$ cat src/rtl/ped_pkg.sv
// Shared definitions for the pedestrian request arbiter: channel state
// encoding, timer select codes and a grant index width helper.
package ped_pkg;

  typedef enum logic [1:0] {
    IDLE     = 2'b00,
    ARM      = 2'b01,
    PEND     = 2'b11,
    WAIT_REL = 2'b10
  } ch_state_e;

  localparam logic [3:0] SEL_NULL = 4'b0000;
  localparam logic [3:0] SEL_WALK = 4'b0001;
  localparam logic [3:0] SEL_STOP = 4'b1111;

  // Index width for n channels, never less than one bit.
  function automatic int ch_width(input int n);
    return (n > 1) ? $clog2(n) : 1;
  endfunction

endpackage

$ cat src/rtl/ped_button_channel.sv
// One pedestrian channel: qualifies a held press, latches it as pending until
// its grant is accepted, then waits for release before it can request again.
module ped_button_channel
  import ped_pkg::*;
#(
  parameter int HOLD_CYCLES = 4,
  parameter int CNT_W       = 4
) (
  input  logic      clk,
  input  logic      reset,
  input  logic      button,
  input  logic      grant_accept,
  output logic      button_pressed,
  output logic      pending,
  output ch_state_e state
);

  ch_state_e        state_q, state_d;
  logic [CNT_W-1:0] cnt_q, cnt_d;
  logic             pressed_q, pressed_d;

  always_ff @(posedge clk) begin
    if (reset) begin
      state_q   <= IDLE;
      cnt_q     <= '0;
      pressed_q <= 1'b0;
    end else begin
      state_q   <= state_d;
      cnt_q     <= cnt_d;
      pressed_q <= pressed_d;
    end
  end

  always_comb begin
    state_d   = state_q;
    cnt_d     = cnt_q;
    pressed_d = 1'b0;
    case (state_q)
      IDLE: begin
        if (button) begin
          state_d = ARM;
          cnt_d   = CNT_W'(1);
        end
      end
      ARM: begin
        if (!button) begin
          state_d = IDLE;
          cnt_d   = '0;
        end else if (cnt_q == CNT_W'(HOLD_CYCLES - 1)) begin
          // This is the HOLD_CYCLES-th consecutive high sample.
          state_d   = PEND;
          cnt_d     = '0;
          pressed_d = 1'b1;
        end else begin
          cnt_d = cnt_q + CNT_W'(1);
        end
      end
      PEND: begin
        if (grant_accept) begin
          state_d = button ? WAIT_REL : IDLE;
        end
      end
      WAIT_REL: begin
        if (!button) begin
          state_d = IDLE;
        end
      end
      default: begin
        state_d = IDLE;
        cnt_d   = '0;
      end
    endcase
  end

  assign button_pressed = pressed_q;
  assign pending        = (state_q == PEND);
  assign state          = state_q;

endmodule

$ cat src/rtl/ped_request_arbiter.sv
// Round-robin arbiter over N_CH pedestrian channels. Grant handshake: grant_ch is
// valid while grant_valid=1 and held until grant_valid & grant_ready at a clk edge.
module ped_request_arbiter
  import ped_pkg::*;
#(
  parameter int                N_CH        = 4,
  parameter int                HOLD_CYCLES = 4,
  parameter int                CNT_W       = 4,
  parameter int                SEL_W       = 4,
  parameter logic [SEL_W-1:0]  SEL_WALK    = ped_pkg::SEL_WALK,
  localparam int               CH_W        = ch_width(N_CH)
) (
  input  logic              clk,
  input  logic              reset,
  input  logic [N_CH-1:0]   button,
  input  logic              grant_ready,
  output logic [N_CH-1:0]   button_pressed,
  output logic [N_CH-1:0]   pending,
  output logic              grant_valid,
  output logic [CH_W-1:0]   grant_ch,
  output logic [SEL_W-1:0]  sel,
  output logic              ld
);

  logic             accept;
  logic [N_CH-1:0]  accept_vec;
  logic [N_CH-1:0]  pend_q;
  logic [N_CH-1:0]  req;
  logic [CH_W-1:0]  ptr;
  logic [CH_W-1:0]  next_ptr;
  logic [CH_W-1:0]  pick_ch;
  logic [CH_W-1:0]  idx;
  logic             pick_found;
  ch_state_e        ch_state [N_CH];

  assign accept = grant_valid & grant_ready;

  for (genvar i = 0; i < N_CH; i++) begin : g_ch
    assign accept_vec[i] = accept && (grant_ch == CH_W'(i));
    // Only requests that were already pending last cycle compete, which
    // gives a newly qualified channel its grant two cycles after the pulse.
    assign req[i] = pend_q[i] && (ch_state[i] == PEND);

    ped_button_channel #(
      .HOLD_CYCLES (HOLD_CYCLES),
      .CNT_W       (CNT_W)
    ) u_ch (
      .clk            (clk),
      .reset          (reset),
      .button         (button[i]),
      .grant_accept   (accept_vec[i]),
      .button_pressed (button_pressed[i]),
      .pending        (pending[i]),
      .state          (ch_state[i])
    );
  end

  // First requesting channel at or after the pointer, wrapping.
  always_comb begin
    pick_found = 1'b0;
    pick_ch    = '0;
    idx        = '0;
    for (int k = 0; k < N_CH; k++) begin
      idx = CH_W'((int'(ptr) + k) % N_CH);
      if (!pick_found && req[idx]) begin
        pick_found = 1'b1;
        pick_ch    = idx;
      end
    end
  end

  assign next_ptr = (grant_ch == CH_W'(N_CH - 1)) ? '0 : grant_ch + CH_W'(1);

  always_ff @(posedge clk) begin
    if (reset) begin
      grant_valid <= 1'b0;
      grant_ch    <= '0;
      ptr         <= '0;
      pend_q      <= '0;
      ld          <= 1'b0;
      sel         <= '0;
    end else begin
      pend_q <= pending;
      ld     <= accept;
      sel    <= accept ? SEL_WALK : '0;
      if (grant_valid) begin
        if (grant_ready) begin
          grant_valid <= 1'b0;
          ptr         <= next_ptr;
        end
      end else if (pick_found) begin
        grant_valid <= 1'b1;
        grant_ch    <= pick_ch;
      end
    end
  end

endmodule

$ cat config.mk
export PLATFORM = sky130hd
export DESIGN_NAME = ped_request_arbiter
export DESIGN_NICKNAME = d
export VERILOG_FILES = /design/src/rtl/ped_pkg.sv /design/src/rtl/ped_button_channel.sv /design/src/rtl/ped_request_arbiter.sv
export SDC_FILE = /design/constraint.sdc
export NUM_CORES = 1
export LEC_CHECK = 0
export BUFFER_PORTS_ARGS = -buffer_cell sky130_fd_sc_hd__buf_2
export CORE_MARGIN = 2
export CORE_UTILIZATION = 45
export DETAILED_ROUTE_END_ITERATION = 10
export SLEW_MARGIN = 20
export SYNTH_ARGS = -nofsm -noshare
export SYNTH_HDL_FRONTEND = slang
export SYNTH_SLANG_ARGS = --single-unit
$ cat constraint.sdc
create_clock -name clk -period 2.05 [get_ports clk]
set_input_delay 0.41 -clock clk [delete_from_list [all_inputs] [get_ports clk]]
set_output_delay 0.41 -clock clk [all_outputs]
set_load 0.01 [all_outputs]
# Yosys cells after proc, flatten, opt, wreduce, memory -nomap -nowiden
# Cells that the tools add are included.
# op_classes
mux	69
n_addsub	8
n_div	0
eq_ne	35
shifts	0
bitwise_logic	10
reduce_logical	37
order_cmp	4
mul	0
# op_table
cell	n
$mux 2	29
$mux 4	12
$pmux 2 s4	4
$pmux 4 s2	4
$eq 2x2->1 const B	10
$add 4x1->4 const B	4
$eq 4x2->1 const B	4
$mux 1	16
$ne 2x2->1 const B	8
$reduce_and 4->1	4
$lt 2x3->1 const B	4
$ne 3x2->1 const B	4
$reduce_and 2->1	6
$reduce_or 3->1	4
$logic_and 1x1->1	11
$eq 2x1->1 const B	5
$logic_not 2->1	5
$not 1->1	9
$bmux 1 s2	4
$ne 2x1->1 const B	4
$reduce_bool 2->1	4
$add 2x1->2 const B	2
$add 2x2->2 const B	2
$logic_not 1->1	3
$and 1x1->1	1
# totals
mem_bits_ro	0
elab_cells	181
mem_count	0
latch_bits	0
output_inout_bits	16
reg_bits	42
mem_bits_rw	0
inputBits	7

# Depth between registers and ports, before layout
# Gate-level depths: netlist of the first run.
# depth
ltp_word	16
depth_mapped	6
mapped_depth_nobuf	6

# Hierarchy
# A second synthesis of the first run with hierarchy kept.
# unflattened
cells_unflattened	212
hier_area_um2	1880.6
# by_module_without_submodules
module	cells_each	instances	area_per_inst_um2
ped_button_channel	37	4	329.1
ped_request_arbiter	64	1	564.3

# Worst setup path before layout of the first run
# No wires, ideal clock.
# synth_timing
kind	flip-flop to flip-flop
from	register g_ch[3].u_ch.cnt_q[0]
to	register g_ch[3].u_ch.cnt_q[3]
slack_ps	523
arrival_ps	1394
stages_incl_launch_ff	6
period_less_slack_ps	1527
cell_sequence	dfxtp_1 ha_1 or3b_1 and3_1 a41oi_1 a311oi_1
# synth_via
elab_chain_cells	4
elab_cells_between_ends	5
# synth_lines
element	line	source
start: declaration	ped_button_channel.sv:19	logic [CNT_W-1:0] cnt_q, cnt_d;
start signal: assignment	ped_button_channel.sv:29	cnt_q <= cnt_d;
$add 4x1->4 / $eq 4x2->1 (equally long branches)	ped_button_channel.sv:55, ped_button_channel.sv:49	
$mux 4 *	ped_button_channel.sv:49	end else if (cnt_q == CNT_W'(HOLD_CYCLES - 1)) begin
$mux 4 *	ped_button_channel.sv:46	if (!button) begin
$pmux 4 s2 *	ped_button_channel.sv:38	case (state_q)
# Mark *: on every way between the ends. The rest lies on a longest branch, timed or not.
# A chain may end at the register's enable or synchronous reset.

# Worst setup path after layout of the first run
# Same ends and word-level chain as after synthesis.

==> results.md, run 1 <==
- Place WS: 0.389 ns
- Initial antenna violation count: 0
- Crit Path Category: reg2reg
- Setup TNS: 0 ns
- Status: complete, no violations
- CP arrival: between 1.5 and 2 ns
- Crit. End Element: flip-flop
- Top post-synthesis cells by area: dfxtp_1 (40%), nor2_1 (5.5%), ha_1 (5.2%)
- Ys async rst share: 0%
- Row cnt: 23
- Drt drc: 0
- # resized after CTS: 0
- Maxcap violations: 0
- Setup Fix Bufs, Post-CTS: 0
- Worst hold-check path type: in2reg
- Buffers added on ports: 19
- Die Y: around 69 microns
- Placed Cells: 271
- Largest net degree at the start of global routing: 20
- Syn Std Cell Area: about 1900 sq um
- Fin worst setup slack: about 0.36 ns
- Final worst-path cycle share: 82.4%
- Non-Filler Instances: 279
- Syn avg cell area: 8.67 sq um
- Sequential-to-total area share from yosys stat: 39.7%
- Routed Antenna Nets: 0
- Area leader, netlist: dfxtp_1
- Final #Nets: roughly 240
- Hold WS: between 0.4 and 0.5 ns
- Ratio of cells with drive above 1 in the final layout: approximately 14%
- First-pass GRT wire length: about 6200 microns
- CORE AREA: 4060 sq um
- IO Pins: 23
- Area after DPL: 1950 sq um
- Synth Instances: 221
- RD Place Congestion: 0.772
- Total Wirelength: 3530 microns
- Yosys top cell area share: 39.7%
- GRT Overall Usage: 15.7%
- Worst VDD drop: approximately 0.29 mV
- Drt first pass iters: 4
- Fin crit period: roughly 1.7 ns
- Top_reg_cell synth: dfxtp_1
- Vias in the first global route: between 1k and 1.5k
- CP Launch Type: flip-flop
- CP cell instances: ha_1 -> or3b_1 -> and3_1 -> a41oi_1 -> a311oi_1
- CTS Buffer Depth: 2
- Area growth syn-to-layout: 6.40%
- Worst-path clk slew: ~0.07 ns
- Vias/cell: around 5.4
- Finished Cell Area: 2040 sq um
- Worst Clk Skew: about 0.0021 ns
- Total power per unit cell area: around 670 nW/um^2
- LEAKAGE: about 0.00084 uW
- Total number of H-tree levels: 2
- Distinct cells, synth: 50
- Yosys reg bits: 38
- Gr ovfl total: 0
- Fin. max-slew vios: 0
- Req. time, crit path: roughly 2.2 ns
- Achievable Freq: 0.592 GHz
- Final HPWL DP: between 2000 and 2500 microns
- Clock buffer count from CTS: 5
- CP peak stage delay: 0.41 ns
- First DRT Iteration DRCs: 127
- CP Buf/Inv Count: 0
- Worst skew pair latency: 0.29 ns
- Die area: 4790 sq um
- Post-synth EDFFs: 0
- Crit Path Max Fanout: 5
- Final count of hold timing violations: 0
- Starting Density: a little under half
- Clock Sinks: 38
- Via count: between 1.5k and 2k
- Final setup fails: 0
- CTS Hold Buffers Added: 0
- CTS tree: done
- Routed length per instance: 12.6 microns
- DIE WIDTH: 69.2 microns
- Yosys warning total: 0
- Crit path max-delay family: simple AND/OR/NAND/NOR gates
- ANT cells: 0
- Root Driver: clkbuf_8
- RSZ-0062 raised after global routing: no
- Slowest CP cell: dfxtp_1
## cell type report
cell class	instances	area (sq um)
Clock buffer	7	86.3
Multi-Input combinational cell	156	995
Tap cell	50	62.6
Fill cell	387	2020
Timing Repair Buffer	20	103
Sequential cell	38	761
Inverter	7	26.3
Clock inverter	1	5.00
## registers in the layout, indices dropped and copies added (netlist names)
signal and flops:
ld 1, pend_q 4, g_ch.u_ch.state 8, grant_valid 1, g_ch.u_ch.button_pressed 4, grant_ch 2, g_ch.u_ch.cnt_q 16, ptr 2
## worst register-to-register path: stages (launching register included)
cell      delay (ns)
dfxtp_1         0.41
ha_1            0.20
or3b_1          0.40
and3_1          0.25
a41oi_1         0.24
a311oi_1        0.07
## through the flow
stage,util (%),total power [uW]
6_report,50.2,1370
5_1_grt,50.2,1440
4_1_cts,50.2,1390
3_5_place_dp,48.0,859
3_3_place_gp,48.0,860
2_1_floorplan,-,840
## cells in the mapped netlist, types with 3 or more instances
cell type and count:
a21oi_1 14, a22oi_1 4, a311oi_1 3, and2_1 7
and3_1 4, buf_2 5, buf_4 12, clkbuf_1 4
dfxtp_1 38, ha_1 8, inv_1 7, mux2i_1 3
nand2_1 11, nand2b_1 4, nand3_1 15, nand4_1 3
nor2_1 28, nor3_1 5, o21ai_1 3, or3b_1 3
## worst paths after layout
check | startpoint | slack [ns] | cells past startpoint | end
max | g_ch[3].u_ch.cnt_q[0]$_SDFFE_PP0P_ | 0.36 | 5 | g_ch[3].u_ch.cnt_q[3]$_SDFFE_PP0P_
min | button[3] | 0.40 | 3 | g_ch[3].u_ch.button_pressed$_SDFF_PP0_
min reg2reg | g_ch[3].u_ch.cnt_q[3]$_SDFFE_PP0P_ | 0.49 | 1 | g_ch[3].u_ch.cnt_q[3]$_SDFFE_PP0P_
max reg2reg | g_ch[3].u_ch.cnt_q[0]$_SDFFE_PP0P_ | 0.36 | 5 | g_ch[3].u_ch.cnt_q[3]$_SDFFE_PP0P_
## kinds of logic after synthesis
group | synth area share [%]
AND/OR/NAND/NOR | 24.0
AO/OA/AOI/OAI | 18.4
flip-flops | 39.7
buffers and inverters | 8.75
adder cells (fa/ha/maj) | 5.23
multiplexers | 2.74
XOR/XNOR | 0.915
other | 0.196
## placed cells by master, fill, tap and decap left out, drive strengths merged, types with 2 or more instances in the layout
cell     Yosys  routed
dfxtp       38      38
nor2        28      28
buf         18      20
nand3       15      15
a21oi       14      14
nand2       11      11
and2         9       9
ha           8       8
inv          7       7
clkbuf       4       7
nor3         5       5
o21ai        5       5
a22oi        4       4
and3         4       4
nand2b       4       4
or3b         3       3
a311oi       3       3
nand4        3       3
mux2i        3       3
conb         1       3
a211oi       2       2
o21a         2       2
mux2         2       2
o2bb2ai      2       2
a32oi        2       2
o21bai       2       2
xor2         2       2
a2bb2oi      2       2
nand4bb      2       2
a21o         2       2
## routing by layer
metal | share of wire, % | global-route usage, % | up-vias
met5 | 0 | 0 | -
met4 | 0.96 | 5.88 | 0
met3 | 4.1 | 4.51 | 4
met2 | 46 | 25.3 | 21
met1 | 49 | 19.9 | 704
li1 | - | - | 785
## where the power goes
part           internal, uW  switching [uW]
Clock                   271             257
Sequential              750            17.0
Combinational          28.7            46.7
Total                  1050             321
Power figures use the tool's default switching activity.
==> run 2, diff against run 1 <==
--- a/config.mk
+++ b/config.mk
@@ -5,10 +5,12 @@
 export SDC_FILE = /design/constraint.sdc
 export NUM_CORES = 1
 export LEC_CHECK = 0
+export ABC_AREA = 1
 export BUFFER_PORTS_ARGS = -buffer_cell sky130_fd_sc_hd__buf_2
 export CORE_MARGIN = 2
 export CORE_UTILIZATION = 45
 export DETAILED_ROUTE_END_ITERATION = 10
+export PLACE_DENSITY = 0.66
 export SLEW_MARGIN = 20
 export SYNTH_ARGS = -nofsm -noshare
 export SYNTH_HDL_FRONTEND = slang
==> constraint.sdc (replaced) <==
create_clock -name clk -period 1.42 [get_ports clk]
set_input_delay 0.284 -clock clk [delete_from_list [all_inputs] [get_ports clk]]
set_output_delay 0.284 -clock clk [all_outputs]
set_load 0.01 [all_outputs]
==> results.md, run 2 <==
- CTS Hold Buffers Added: 0 (unchanged)
- Crit Path Category: reg2reg (unchanged)
- Worst r2r src: ptr[0]$_SDFFE_PP0P_ (was g_ch[3].u_ch.cnt_q[0]$_SDFFE_PP0P_)
- Syn Std Cell Area: 2040 sq um (was 1920 sq um)
- DIE WIDTH: 71.3 microns (was 69.2 microns)
- Final worst-path cycle share: 94.4% (was 82.4%)
- Total number of H-tree levels: 2 (unchanged)
- Distinct cells, synth: 35 (was 50)
- Drt drc: 0 (unchanged)
- ANT cells: 0 (unchanged)
- Fillcell total: 430 (was 387)
- CTS Buffer Depth: 2 (unchanged)
- Starting Density: 46.8% (was 47.2%)
- Min-Delay Startpoint: button[0] (was button[3])
- Area growth syn-to-layout: 15.4% (was 6.40%)
- Top reg by flops: g_ch.u_ch.cnt_q (unchanged)
- CTS tree: done (unchanged)
- Power Internal: 2020 uW (was 1050 uW)
- Final HPWL DP: 2940 microns (was 2460 microns)
- Count leader, synth: nand2_1 (was dfxtp_1)
- Hold depth: 3 (unchanged)
- Net Sw Power: 1150 uW (was 321 uW)
- Worst r2r dst: grant_ch[1]$_SDFFE_PP0P_ (was g_ch[3].u_ch.cnt_q[3]$_SDFFE_PP0P_)
- Vias/cell: 5.07 (was 5.43)
- Via count: 1816 (was 1514)
- R2R Setup Slk: 0.08 ns (was 0.36 ns)
- IO Pins: 23 (unchanged)
- Commonest non-fill, non-tap cell in the layout: nand2_1 (was dfxtp_1)
- Finished Cell Area: 2350 sq um (was 2040 sq um)
- Ratio of cells with drive above 1 in the final layout: 24.5% (was 14.4%)
- Clock buffer count from CTS: 5 (unchanged)
- Hold endpoint: g_ch[0].u_ch.state[0]$_SDFFE_PP0P_ (was g_ch[3].u_ch.button_pressed$_SDFF_PP0_)
- Top post-synthesis cells by area: dfxtp_1 (37%), nand2_1 (11%), nor2_1 (6.3%) (was dfxtp_1 (40%), nor2_1 (5.5%), ha_1 (5.2%))
- Total power per unit cell area: 1350 nW/um^2 (was 673 nW/um^2)
- Syn avg cell area: 7.38 sq um (was 8.67 sq um)
- Largest net degree at the start of global routing: 22 (was 20)
- Ys async rst share: 0% (unchanged)
- Fin. max-slew vios: 0 (unchanged)
- Final setup fails: 0 (unchanged)
- Req. time, crit path: 1.61 ns (was 2.22 ns)
- Routed length per instance: 11.3 microns (was 12.6 microns)
- Worst hold-check path type: in2reg (unchanged)
- CP arrival: 1.53 ns (was 1.86 ns)
- Commonest cells post-synth: nand2_1 (59), dfxtp_1 (38), nor2_1 (34), inv_1 (28), nand3_1 (20) (was dfxtp_1 (38), nor2_1 (28), nand3_1 (15), a21oi_1 (14), buf_4 (12))
- Area after DPL: 2210 sq um (was 1950 sq um)
- Max reg flops: 16 (unchanged)
- First DRT Iteration DRCs: 121 (was 127)
- Post-synth EDFFs: 0 (unchanged)
- Achievable Freq: 0.746 GHz (was 0.592 GHz)
- Highest-count cells in the layout ignoring fill and taps: nand2_1 (55), dfxtp_1 (35), nor2_1 (34), inv_1 (28), buf_2 (19) (was dfxtp_1 (38), nor2_1 (28), buf_2 (19), nand3_1 (15), a21oi_1 (14))
- Yosys top cell area share: 37.3% (was 39.7%)
- Sequential-to-total area share from yosys stat: 37.3% (was 39.7%)
- Gr ovfl total: 0 (unchanged)
- First-pass GRT wire length: 6800 microns (was 6210 microns)
- Worst Clk Skew: 0.00517 ns (was 0.00211 ns)
- Reg power frac: 40.2% (was 56.0%)
- Comb power frac: 35.4% (was 5.5%)
- Vias in the first global route: 1681 (was 1398)
- Initial antenna violation count: 0 (unchanged)
- Clock Sinks: 38 (unchanged)
- Root Driver: clkbuf_8 (unchanged)
- Maxcap violations: 0 (unchanged)
- Yosys warning total: 0 (unchanged)
- Yosys reg bits: 38 (unchanged)
- Die area: 5080 sq um (was 4790 sq um)
- Fin worst setup slack: 0.0795 ns (was 0.361 ns)
- Area leader, netlist: dfxtp_1 (unchanged)
- Switching Share: 36.3% (was 23.4%)
- Power share of the clock group: 24.4% (was 38.5%)
- Buffers added on ports: 19 (unchanged)
- CP Launch Type: flip-flop (unchanged)
- Final count of hold timing violations: 0 (unchanged)
- Worst skew pair latency: 0.29 ns (about the same)
- Crit Path Max Fanout: 8 (was 5)
- Worst-path clk slew: 0.08 ns (was 0.07 ns)
- Status: complete, no violations (unchanged)
- Total Wirelength: 4040 microns (was 3530 microns)
- Crit. End Element: flip-flop (unchanged)
- Top_reg_cell synth: dfxtp_1 (unchanged)
- Synth Instances: 276 (was 221)
- GRT Overall Usage: 16.7% (was 15.7%)
- Final #Nets: 320 (was 243)
- Die Y: 71.3 microns (was 69.2 microns)
- Drt first pass iters: 4 (unchanged)
- LEAKAGE: 0.00111 uW (was 0.000844 uW)
- Reg2Reg Depth: 11 (was 5)
- Place WS: -0.0613 ns (was 0.389 ns)
- Total power: 3170 uW (was 1370 uW)
- Row cnt: 24 (was 23)
- RD Place Congestion: 0.900 (was 0.772)
- RSZ-0062 raised after global routing: yes (was no)
- Fin crit period: 1.34 ns (was 1.69 ns)
- Worst VDD drop: 0.721 mV (was 0.288 mV)
- CORE AREA: 4350 sq um (was 4060 sq um)
- Routed Antenna Nets: 0 (unchanged)
## run 2: changes by cell type in the layout (fill, tap and decap cells not counted), sizes merged, moves of 4 or more
cell | before | now
a21oi | 14 | 9
and2 | 9 | 0
buf | 20 | 37
inv | 7 | 32
nand2 | 11 | 67
nand2b | 4 | 0
nand3 | 15 | 26
nor2 | 28 | 35
nor3 | 5 | 0
xor2 | 2 | 6
## run 2: stage by stage
stage,setup TNS [ns],hold WS (ns),util (%),instances
2_1_floorplan,0,0.367,-,278
5_1_grt,-0.0474,0.293,54.0,358
4_1_cts,0,0.268,52.8,357
6_report,0,0.274,54.0,358
3_5_place_dp,-0.138,0.457,50.7,349
3_3_place_gp,-0.00579,0.456,50.7,349
## run 2: cells by family (layout without fill, tap and decap cells)
group / after synthesis / after routing / synth area share [%]
AND/OR/NAND/NOR: 140 / 140 / 31.9
other: 1 / 3 / 0.184
adder cells (fa/ha/maj): 8 / 8 / 4.91
flip-flops: 38 / 38 / 37.3
AO/OA/AOI/OAI: 34 / 34 / 10.9
XOR/XNOR: 6 / 6 / 2.58
buffers and inverters: 49 / 77 / 12.2
## run 2: final cells by class
class,count,area [sq um],area share (%)
sequential,38,767,32.6
clock inverter,1,5.00,0.213
multi-input combinational,191,1070,45.6
inverter,32,125,5.32
timing repair buffer,37,230,9.79
clock buffer,7,86.3,3.67
tap,52,65.1,2.77
## run 2: power by group through the flow
stage	clock network (uW)	logic [uW]	registers, uW
2_1_floorplan	0	785	1270
3_3_place_gp	0	1030	1290
3_5_place_dp	0	1040	1290
4_1_cts	795	1040	1270
5_1_grt	849	1270	1290
6_report	774	1120	1280
## run 2: worst max-delay path, cell delays in order (launching register included)
cell     delay (ns)
dfxtp_4        0.42
inv_6          0.07
nand2_2        0.06
nand2_2        0.07
nand3_2        0.07
nand2_2        0.07
nor2_4         0.13
nand3_2        0.11
nand2_2        0.10
nand2_1        0.05
nand2_1        0.05
nor2_1         0.04
## run 2: how the worst max path moves through the flow
| stage | from | end | slack (ns) | cells past startpoint |
|---|---|---|---|---|
| floorplan | grant_ch[0]$_SDFFE_PP0P_ | g_ch[2].u_ch.state[0]$_SDFFE_PP0P_ | 0.09 | 8 |
| detailed placement | ptr[0]$_SDFFE_PP0P_ | grant_ch[0]$_SDFFE_PP0P_ | -0.06 | 11 |
| finish | ptr[0]$_SDFFE_PP0P_ | grant_ch[1]$_SDFFE_PP0P_ | 0.08 | 11 |
| global route | ptr[0]$_SDFFE_PP0P_ | grant_ch[0]$_SDFFE_PP0P_ | -0.03 | 11 |
| CTS | ptr[0]$_SDFFE_PP0P_ | grant_ch[0]$_SDFFE_PP0P_ | 0.04 | 11 |
| global placement | ptr[0]$_SDFFE_PP0P_ | grant_ch[0]$_SDFFE_PP0P_ | -0.006 | 11 |
## run 2: what timing repair did
action,4_1_cts,5_1_grt
gates resized for setup,1,13
endpoints found under the setup margin,3,5
setup buffers,0,1
pin swaps,0,10
gates cloned,0,0
## run 2: metal layers
| layer | GRT usage [%] | up-vias | part of all wire, % |
|---|---|---|---|
| met2 | 27.3 | 35 | 47 |
| met3 | 4.64 | 9 | 4.5 |
| met4 | 7.76 | 0 | 2.2 |
| met5 | 0 | - | 0 |
| li1 | - | 944 | - |
| met1 | 20.4 | 828 | 47 |
